**config.mk**
```make
export PLATFORM = sky130hd
export DESIGN_NAME = kmkz_writeback
export DESIGN_NICKNAME = d
export VERILOG_FILES = /design/src/rtl/kmkz_defs.sv /design/src/rtl/kmkz_load_align.sv /design/src/rtl/kmkz_writeback.sv
export SDC_FILE = /design/constraint.sdc
export NUM_CORES = 1
export LEC_CHECK = 0
export ABC_AREA = 0
export CAP_MARGIN = 30
export CORE_MARGIN = 2
export CORE_UTILIZATION = 40
export CTS_BUF_LIST = sky130_fd_sc_hd__clkbuf_4 sky130_fd_sc_hd__clkbuf_8 sky130_fd_sc_hd__clkbuf_16
export DETAILED_ROUTE_END_ITERATION = 7
export GPL_ROUTABILITY_DRIVEN = 0
export HOLD_SLACK_MARGIN = 0.05
export PLACE_DENSITY = 0.78
export SYNTH_ARGS = -nofsm -noshare
export SYNTH_HDL_FRONTEND = slang
export SYNTH_SLANG_ARGS = --single-unit
```
**constraint.sdc**
```tcl
create_clock -name clk_i -period 3.7 [get_ports clk_i]
set_clock_uncertainty 0.15 [all_clocks]
set_input_delay 1.11 -clock clk_i [delete_from_list [all_inputs] [get_ports clk_i]]
set_output_delay 1.11 -clock clk_i [all_outputs]
set_load 0.02 [all_outputs]
```
**src/rtl/kmkz_defs.sv**
```systemverilog
// Shared definitions for the Kamikaze-uRV writeback stage: load funct3
// encodings, W-stage state encoding and the default load timeout.
package kmkz_defs;

  // Load funct3 encodings; 011/110/111 are reserved and treated as full word.
  localparam logic [2:0] FUN_LB  = 3'b000;
  localparam logic [2:0] FUN_LH  = 3'b001;
  localparam logic [2:0] FUN_LW  = 3'b010;
  localparam logic [2:0] FUN_LBU = 3'b100;
  localparam logic [2:0] FUN_LHU = 3'b101;

  // W-stage occupancy: idle, or holding a load that still waits for data.
  typedef enum logic {
    W_IDLE = 1'b0,
    W_LOAD = 1'b1
  } w_state_e;

  // Cycles a load may wait for data before it is abandoned.
  localparam int TIMEOUT_CYCLES_DEF = 255;

endpackage

```
**src/rtl/kmkz_load_align.sv**
```systemverilog
// Combinational load aligner: picks the addressed byte/halfword out of the
// returned bus word and sign- or zero-extends it according to funct3.
module kmkz_load_align
  import kmkz_defs::*;
(
  input  logic [31:0] dm_data_i,
  input  logic [2:0]  fun_i,
  input  logic [1:0]  offset_i,
  output logic [31:0] result_o
);

  logic [7:0]  byte_s;
  logic [15:0] half_s;

  // Select the addressed byte and halfword lanes (halfword ignores offset[0]).
  always_comb begin
    byte_s = dm_data_i[7:0];
    case (offset_i)
      2'd0:    byte_s = dm_data_i[7:0];
      2'd1:    byte_s = dm_data_i[15:8];
      2'd2:    byte_s = dm_data_i[23:16];
      2'd3:    byte_s = dm_data_i[31:24];
      default: byte_s = dm_data_i[7:0];
    endcase
    if (offset_i[1]) begin
      half_s = dm_data_i[31:16];
    end else begin
      half_s = dm_data_i[15:0];
    end
  end

  // Extend the selected lane to 32 bits; anything not a sub-word load is a word.
  always_comb begin
    result_o = dm_data_i;
    case (fun_i)
      FUN_LB:  result_o = {{24{byte_s[7]}}, byte_s};
      FUN_LBU: result_o = {24'h000000, byte_s};
      FUN_LH:  result_o = {{16{half_s[15]}}, half_s};
      FUN_LHU: result_o = {16'h0000, half_s};
      FUN_LW:  result_o = dm_data_i;
      default: result_o = dm_data_i;
    endcase
  end

endmodule

```
**src/rtl/kmkz_writeback.sv**
```systemverilog
// Writeback stage of the Kamikaze-uRV pipeline. Registers the execute result,
// waits for load data, aligns it and drives the register-file write port and
// the W-stage bypass. Stall and write enable are combinational so returning
// load data releases the pipeline in the same cycle.
// Optional build macro KMKZ_WB_TIMEOUT_EN: abort loads that wait
// TIMEOUT_CYCLES cycles without data and pulse w_bus_err_o.
module kmkz_writeback
  import kmkz_defs::*;
#(
  parameter int TIMEOUT_CYCLES = TIMEOUT_CYCLES_DEF
) (
  input  logic        clk_i,
  input  logic        rst_i,
  input  logic        x_valid_i,
  input  logic [4:0]  x_rd_i,
  input  logic [31:0] x_rd_value_i,
  input  logic        x_rd_write_i,
  input  logic        x_load_i,
  input  logic [2:0]  x_fun_i,
  input  logic [1:0]  x_dm_addr_i,
  input  logic [31:0] dm_data_l_i,
  input  logic        dm_load_done_i,
  output logic        w_stall_o,
  output logic [4:0]  w_rd_o,
  output logic [31:0] w_rd_value_o,
  output logic        w_rd_store_o,
  output logic        w_bypass_rd_write_o,
  output logic [31:0] w_bypass_rd_value_o,
  output logic        w_bus_err_o
);

  if ((TIMEOUT_CYCLES < 2) || (TIMEOUT_CYCLES > 255)) begin : g_bad_timeout
    $error("kmkz_writeback: TIMEOUT_CYCLES must be within 2..255");
  end

  w_state_e    state_q, state_d;
  logic        valid_q, valid_d;
  logic [4:0]  rd_q, rd_d;
  logic [31:0] value_q, value_d;
  logic        write_q, write_d;
  logic        load_q, load_d;
  logic [2:0]  fun_q, fun_d;
  logic [1:0]  off_q, off_d;

  logic        load_wait_s;
  logic        done_s;
  logic        abort_s;
  logic        stall_s;
  logic        store_s;
  logic [31:0] aligned_s;
  logic [31:0] wdata_s;

  assign load_wait_s = (state_q == W_LOAD);
  assign done_s      = load_wait_s & dm_load_done_i;

`ifdef KMKZ_WB_TIMEOUT_EN
  localparam logic [7:0] TIMEOUT_LAST = 8'(TIMEOUT_CYCLES - 1);

  logic [7:0] cnt_q, cnt_d;

  assign abort_s = load_wait_s & ~dm_load_done_i & (cnt_q == TIMEOUT_LAST);

  // Wait counter: restarts on every capture, counts data-less W_LOAD cycles.
  always_comb begin
    cnt_d = cnt_q;
    if (~stall_s) begin
      cnt_d = 8'd0;
    end else begin
      cnt_d = cnt_q + 8'd1;
    end
  end

  // Wait counter register.
  always_ff @(posedge clk_i or negedge rst_i) begin
    if (!rst_i) begin
      cnt_q <= 8'd0;
    end else begin
      cnt_q <= cnt_d;
    end
  end
`else
  assign abort_s = 1'b0;
`endif

  assign stall_s = load_wait_s & ~dm_load_done_i & ~abort_s;

  // Next W contents: capture the execute stage whenever not stalled, else hold.
  always_comb begin
    state_d = state_q;
    valid_d = valid_q;
    rd_d    = rd_q;
    value_d = value_q;
    write_d = write_q;
    load_d  = load_q;
    fun_d   = fun_q;
    off_d   = off_q;
    if (~stall_s) begin
      valid_d = x_valid_i;
      rd_d    = x_rd_i;
      value_d = x_rd_value_i;
      write_d = x_rd_write_i;
      load_d  = x_load_i;
      fun_d   = x_fun_i;
      off_d   = x_dm_addr_i;
      if (x_valid_i & x_load_i) begin
        state_d = W_LOAD;
      end else begin
        state_d = W_IDLE;
      end
    end else begin
      state_d = state_q;
    end
  end

  // W-stage pipeline registers and load-wait state.
  always_ff @(posedge clk_i or negedge rst_i) begin
    if (!rst_i) begin
      state_q <= W_IDLE;
      valid_q <= 1'b0;
      rd_q    <= 5'd0;
      value_q <= 32'h0000_0000;
      write_q <= 1'b0;
      load_q  <= 1'b0;
      fun_q   <= 3'b000;
      off_q   <= 2'b00;
    end else begin
      state_q <= state_d;
      valid_q <= valid_d;
      rd_q    <= rd_d;
      value_q <= value_d;
      write_q <= write_d;
      load_q  <= load_d;
      fun_q   <= fun_d;
      off_q   <= off_d;
    end
  end

  kmkz_load_align u_align (
    .dm_data_i (dm_data_l_i),
    .fun_i     (fun_q),
    .offset_i  (off_q),
    .result_o  (aligned_s)
  );

  // A valid load only writes in its data-return cycle; x0 is never written.
  assign store_s = valid_q & write_q & (rd_q != 5'd0) & (~load_q | done_s);
  assign wdata_s = load_q ? aligned_s : value_q;

  assign w_stall_o           = stall_s;
  assign w_rd_o              = rd_q;
  assign w_rd_value_o        = wdata_s;
  assign w_rd_store_o        = store_s;
  assign w_bypass_rd_write_o = store_s;
  assign w_bypass_rd_value_o = wdata_s;
  assign w_bus_err_o         = abort_s;

endmodule

```
==> results of run 1 <==
routing by layer:
layer	up-vias	track usage, %	routed length (um)
li1	1390	-	-
met1	1503	31.4	4090
met2	143	40.9	5270
met3	25	5.73	861
met4	0	7.70	295
met5	-	0	0
worst paths after layout:
kind | depth (start not counted) | from | to
max | 8 | dm_data_l_i[15] | w_rd_value_o[28]
min | 1 | value_q[7] | value_q[7]
max reg2reg | 3 | load_wait_s | value_q[10]
min reg2reg | 1 | value_q[7] | value_q[7]
max in group asynchronous | 2 | rst_i | value_q[17]
min in group asynchronous | 1 | rst_i | value_q[24]
flip-flops by register name, summed over array words and instances, names as in the netlist:
register	count
load_wait_s	1
off_q	2
w_rd_o	5
valid_q	1
write_q	1
load_q	1
value_q	32
fun_q	3
worst max-delay path, cell delays in order:
cell      delay (ns)
buf_2           0.12
mux2_4          0.25
a32o_2          0.25
a311oi_4        0.24
buf_6           0.18
buf_12          0.16
a221oi_4        0.09
buf_6           0.17
power by group through the flow:
stage	Combinational [mW]	Clock [mW]	Sequential, mW
detailed placement	0.914	0	0.592
floorplan	0.544	0	0.584
global placement	0.901	0	0.589
finish	0.957	0.380	0.583
CTS	0.933	0.392	0.583
global route	1.01	0.416	0.589
cells by family after synthesis:
| group | after synthesis |
|---|---|
| AND/OR/NAND/NOR | 67 |
| flip-flops | 46 |
| other | 1 |
| AO/OA/AOI/OAI | 88 |
| multiplexers | 51 |
| buffers and inverters | 65 |
final cells by class:
class                   count  share of cell area, %
inverters                   5                  0.383
flip-flops and latches     46                   23.5
multi-input cells         207                   37.2
clock inverters             2                  0.766
well taps                  99                   2.53
clock buffers               6                   1.56
repair buffers            187                   34.0
cells in the final DEF, fill, tap and decap left out, types with 5 or more instances in the layout:
| cell type | count |
|---|---|
| a22o_1 | 9 |
| nand2_1 | 25 |
| dfrtp_1 | 45 |
| dlymetal6s2s_1 | 7 |
| nor2_1 | 35 |
| a311oi_2 | 6 |
| clkbuf_8 | 5 |
| a31oi_1 | 7 |
| buf_6 | 28 |
| clkdlybuf4s50_1 | 71 |
| buf_4 | 41 |
| mux2_2 | 42 |
| a22oi_1 | 7 |
| o21ai_0 | 20 |
| mux2i_1 | 5 |
| buf_2 | 33 |
| a21oi_1 | 10 |
| a221oi_4 | 12 |
timing repair:
item	CTS	global route
resized for setup	379	25
setup endpoints to repair	66	60
endpoints found under the hold margin	0	0
pin swaps	22	9
setup buffers	1	1
==> out/qor.yml, run 1 <==
status:
  status: "finished with violations"
  violations: "setup timing"
global_routing:
  grt_usage_pct: 24.5
  grt_pass1_vias: 3150
  antenna_found_initial: 0
  grt_max_degree: 51
  gr-total-overflow: 0
  grt_pass1_wl_um: 16400
pwr:
  finalPower_mw: 1.92
  p_switching_uw: 718
  switching_share_pct: 37.4
  power.density_mw_per_mm2: 392
  ir_drop_uv: 187
  p_int_mw: 1.20
  clockPowerShare_pct: 19.8
  seqPwrFrac_pct: 30.4
  power.leakage_nw: 2.15
  power_frac_comb_pct: 49.8
clocking:
  ctsHoldBuffers: 0
  clock-sinks: 46
  cts_tree: "built"
  clock_latency_ns: 0.29
  clock_path_buffers: 2
  clkSlewWorstSetupHoldPaths_ns: 0.08
  numCtsBuffers: 5
  cts_root_buffer: "clkbuf_8"
  h-tree-depth: 2
placed_design:
  place_ws_ns: -0.929
  hpwlAfterDp_um: 7470
  dpl_cell_area_mm2: 0.00464
  dp.cells: 544
  port_buffers: 151
synth:
  synthAdderAreaFrac_pct: 0
  synth_edf_count: 0
  synth-seq-cells: 46
  synth_compound_area_share_pct: 21.8
  syn_area_per_cell_um2: 9.62
  synth.area.top_cells: "dfrtp_1, mux2_2, buf_4, nor2_1, a221oi_1"
  synth_top_family_by_area: "compound AO/OA/AOI/OAI gates"
  synth_largest_area_cell: "dfrtp_1"
  synth.distinct_cells: 29
  synthMuxAreaShare_pct: 18.5
  ys_warn_count: 0
  async_flop_share_pct: 100
  synthSimpleGateAreaFrac_pct: 8.92
  synth_xor_area_share_pct: 0
  netlist_top_cells_count: "dfrtp_1, mux2_2, nor2_1"
  syn-cell-area_mm2: 0.00306
  yosysMostFrequentCell: "dfrtp_1"
  synth_ff_type: "dfrtp_1"
  ys_seq_area_share_pct: 37.6
  synth_cells: 318
  syn_nets: 398
  netlist.area_leader.share_pct: 37.6
finish:
  drive_gt1_share_pct: 42.8
  post-route-util_pct: 66.9
  n_antenna_cell: 0
  seq_area_mm2: 0.00115
  multi_input_area_mm2: 0.00182
  area_growth_pct: 60.3
  fillers: 573
  instances_no_fill: 552
  finalInstanceArea_mm2: 0.00490
  nets: 532
sta:
  setup_violations: 32
  maxSlewHeadroom_pct: 56.2
  fin_crit_sh_pct: 104
  tns_ns: -3.25
  hold_violations: 0
  timing.hold.ws_ns: 0.364
  fin_ws_ns: -0.130
  final_max_slew_viol_count: 0
  fmax_mhz: 261
  period_minus_slack_ns: 3.83
  worstMarginPinSlew_ns: 0.658
  rsz0062_at_grt: "true"
floorplanning:
  dieWidth_um: 91.4
  row_count: 31
  die_y_um: 91.4
  start_util_pct: 41.7
  ioPinCount: 153
  die_area_mm2: 0.00836
  floorplan.core_area_mm2: 0.00733
critical_path:
  worst_ep_arrival_time_ns: 2.57
  required_ns: 2.44
  crit_fanout: 8
  startpoint_type: "input pin"
  setup.worst_path.end_class: "primary output"
  path_class: "input pin to primary output"
  r2r_setup_slack_ns: 2.01
flow_run:
  maxCapViolations: 0
routing:
  routedWlPerCell_um: 19.1
  viasPerCell: 5.55
  drt-pass1-iter-count: 4
  routed_wl_um: 10500
  vias: 3061
  drc: 0
  antenna_left: 0
  drt_iter0_markers: 215
min_path:
  hold_class: "flip-flop to flip-flop"
No activity file was read; power rests on OpenSTA's default activity.
==> run 2: changes to the inputs <==
--- a/config.mk
+++ b/config.mk
@@ -11,9 +11,9 @@
 export CORE_UTILIZATION = 40
 export CTS_BUF_LIST = sky130_fd_sc_hd__clkbuf_4 sky130_fd_sc_hd__clkbuf_8 sky130_fd_sc_hd__clkbuf_16
 export DETAILED_ROUTE_END_ITERATION = 7
-export GPL_ROUTABILITY_DRIVEN = 0
 export HOLD_SLACK_MARGIN = 0.05
 export PLACE_DENSITY = 0.78
+export SKIP_LAST_GASP = 1
 export SYNTH_ARGS = -nofsm -noshare
 export SYNTH_HDL_FRONTEND = slang
 export SYNTH_SLANG_ARGS = --single-unit
==> out/qor.yml, run 2 (synthesis results as in run 1) <==
floorplanning:
  ioPinCount: 153
  die_y_um: 91.4
  dieWidth_um: 91.4
  die_area_mm2: 0.00836
  floorplan.core_area_mm2: 0.00733
  row_count: 31
  start_util_pct: 41.7
routing:
  drt_iter0_markers: 198
  antenna_left: 0
  routed_wl_um: 10500
  routedWlPerCell_um: 19.0
  drc: 0
  viasPerCell: 5.62
  vias: 3101
  drt-pass1-iter-count: 5
sta:
  fmax_mhz: 261
  worstMarginPinSlew_ns: 0.651
  timing.hold.ws_ns: 0.363
  fin_ws_ns: -0.137
  rsz0062_at_grt: "true"
  setup_violations: 32
  period_minus_slack_ns: 3.84
  maxSlewHeadroom_pct: 56.6
  fin_crit_sh_pct: 104
  final_max_slew_viol_count: 0
  hold_violations: 0
finish:
  layout_common_cells: "clkdlybuf4s50_1, dfrtp_1, mux2_2"
  regMostFlops: "value_q"
  post-route-util_pct: 66.9
  n_antenna_cell: 0
  final_common_cell: "clkdlybuf4s50_1"
  nets: 532
  area_growth_pct: 60.3
  largest_reg_flops: 32
  drive_gt1_share_pct: 42.8
critical_path:
  worst_ep_arrival_time_ns: 2.58
  setup.worst_path.end_class: "primary output"
  startpoint_type: "input pin"
  required_ns: 2.44
  path_class: "input pin to primary output"
  crit_fanout: 8
min_path:
  hold_class: "flip-flop to flip-flop"
clocking:
  clock-sinks: 46
  h-tree-depth: 2
  ctsHoldBuffers: 0
  numCtsBuffers: 5
  clock_path_buffers: 2
  clkSlewWorstSetupHoldPaths_ns: 0.08
  cts_tree: "built"
  cts_root_buffer: "clkbuf_8"
  clock_latency_ns: 0.29
pwr:
  power.density_mw_per_mm2: 392
  ir_drop_uv: 186
  power.leakage_nw: 2.15
global_routing:
  grt_usage_pct: 24.5
  antenna_found_initial: 0
  gr-total-overflow: 0
  grt_max_degree: 51
  grt_pass1_vias: 3147
  grt_pass1_wl_um: 16400
placed_design:
  hpwlAfterDp_um: 7470
  port_buffers: 151
  routabilityCongestion: 0.869
  place_ws_ns: -0.929
flow_run:
  maxCapViolations: 0
status:
  violations: "setup timing"
  status: "finished with violations"
## run 2: cell counts in the layout (fill, tap and decap cells not counted)
No cell type changed its count.
## run 2: critical path, stage by stage
cell	delay, ns
buf_2	0.12
mux2_4	0.26
a32o_2	0.25
a311oi_4	0.24
buf_6	0.18
buf_12	0.16
a221oi_4	0.09
buf_6	0.17
## run 2: what timing repair did
item	CTS	global route
gates cloned	0	0
setup endpoints to repair	66	60
resized for setup	378	26
buffers inserted	1	1
pin swaps	22	9
## run 2: area by class of cell
class                      count  area [um^2]
sequential                    46         1150
inverter                       5         18.8
multi-input combinational    207         1820
fill                         573         2430
clock inverter                 2         37.5
timing repair buffer         187         1670
tap                           99          124
clock buffer                   6         76.3
## run 2: stage by stage
stage	std cells	area, um^2	setup TNS (ns)	power (mW)
2_1_floorplan	318	3100	-0.815	1.13
3_3_place_gp	544	4640	-45.78	1.49
3_5_place_dp	544	4640	-47.29	1.51
4_1_cts	551	4820	-2.16	1.91
5_1_grt	552	4900	-4.39	2.01
6_report	552	4900	-3.47	1.92
## run 2: power breakdown
part	leakage, nW	internal, mW	switching [mW]
combinational	1.56	0.445	0.511
clock	0.0548	0.209	0.171
sequential	0.536	0.548	0.0352
## run 2: worst paths after layout
kind,start,end,slack [ns],depth (start not counted)
min,value_q[7],value_q[7],0.36,1
min reg2reg,value_q[7],value_q[7],0.36,1
max reg2reg,load_wait_s,value_q[20],2.02,3
min in group asynchronous,rst_i,value_q[24],0.67,1
max,dm_data_l_i[15],w_rd_value_o[28],-0.14,8
max in group asynchronous,rst_i,value_q[17],1.99,2
## run 2: per-layer routing
metal  global-route usage [%]  share of wire (%)  vias to the layer above
li1                         -                  -                     1390
met1                     31.4                 39                     1504
met2                     40.7                 50                      175
met3                     5.81                7.8                       32
met4                     7.70                3.2                        0
met5                        0                  0                        -
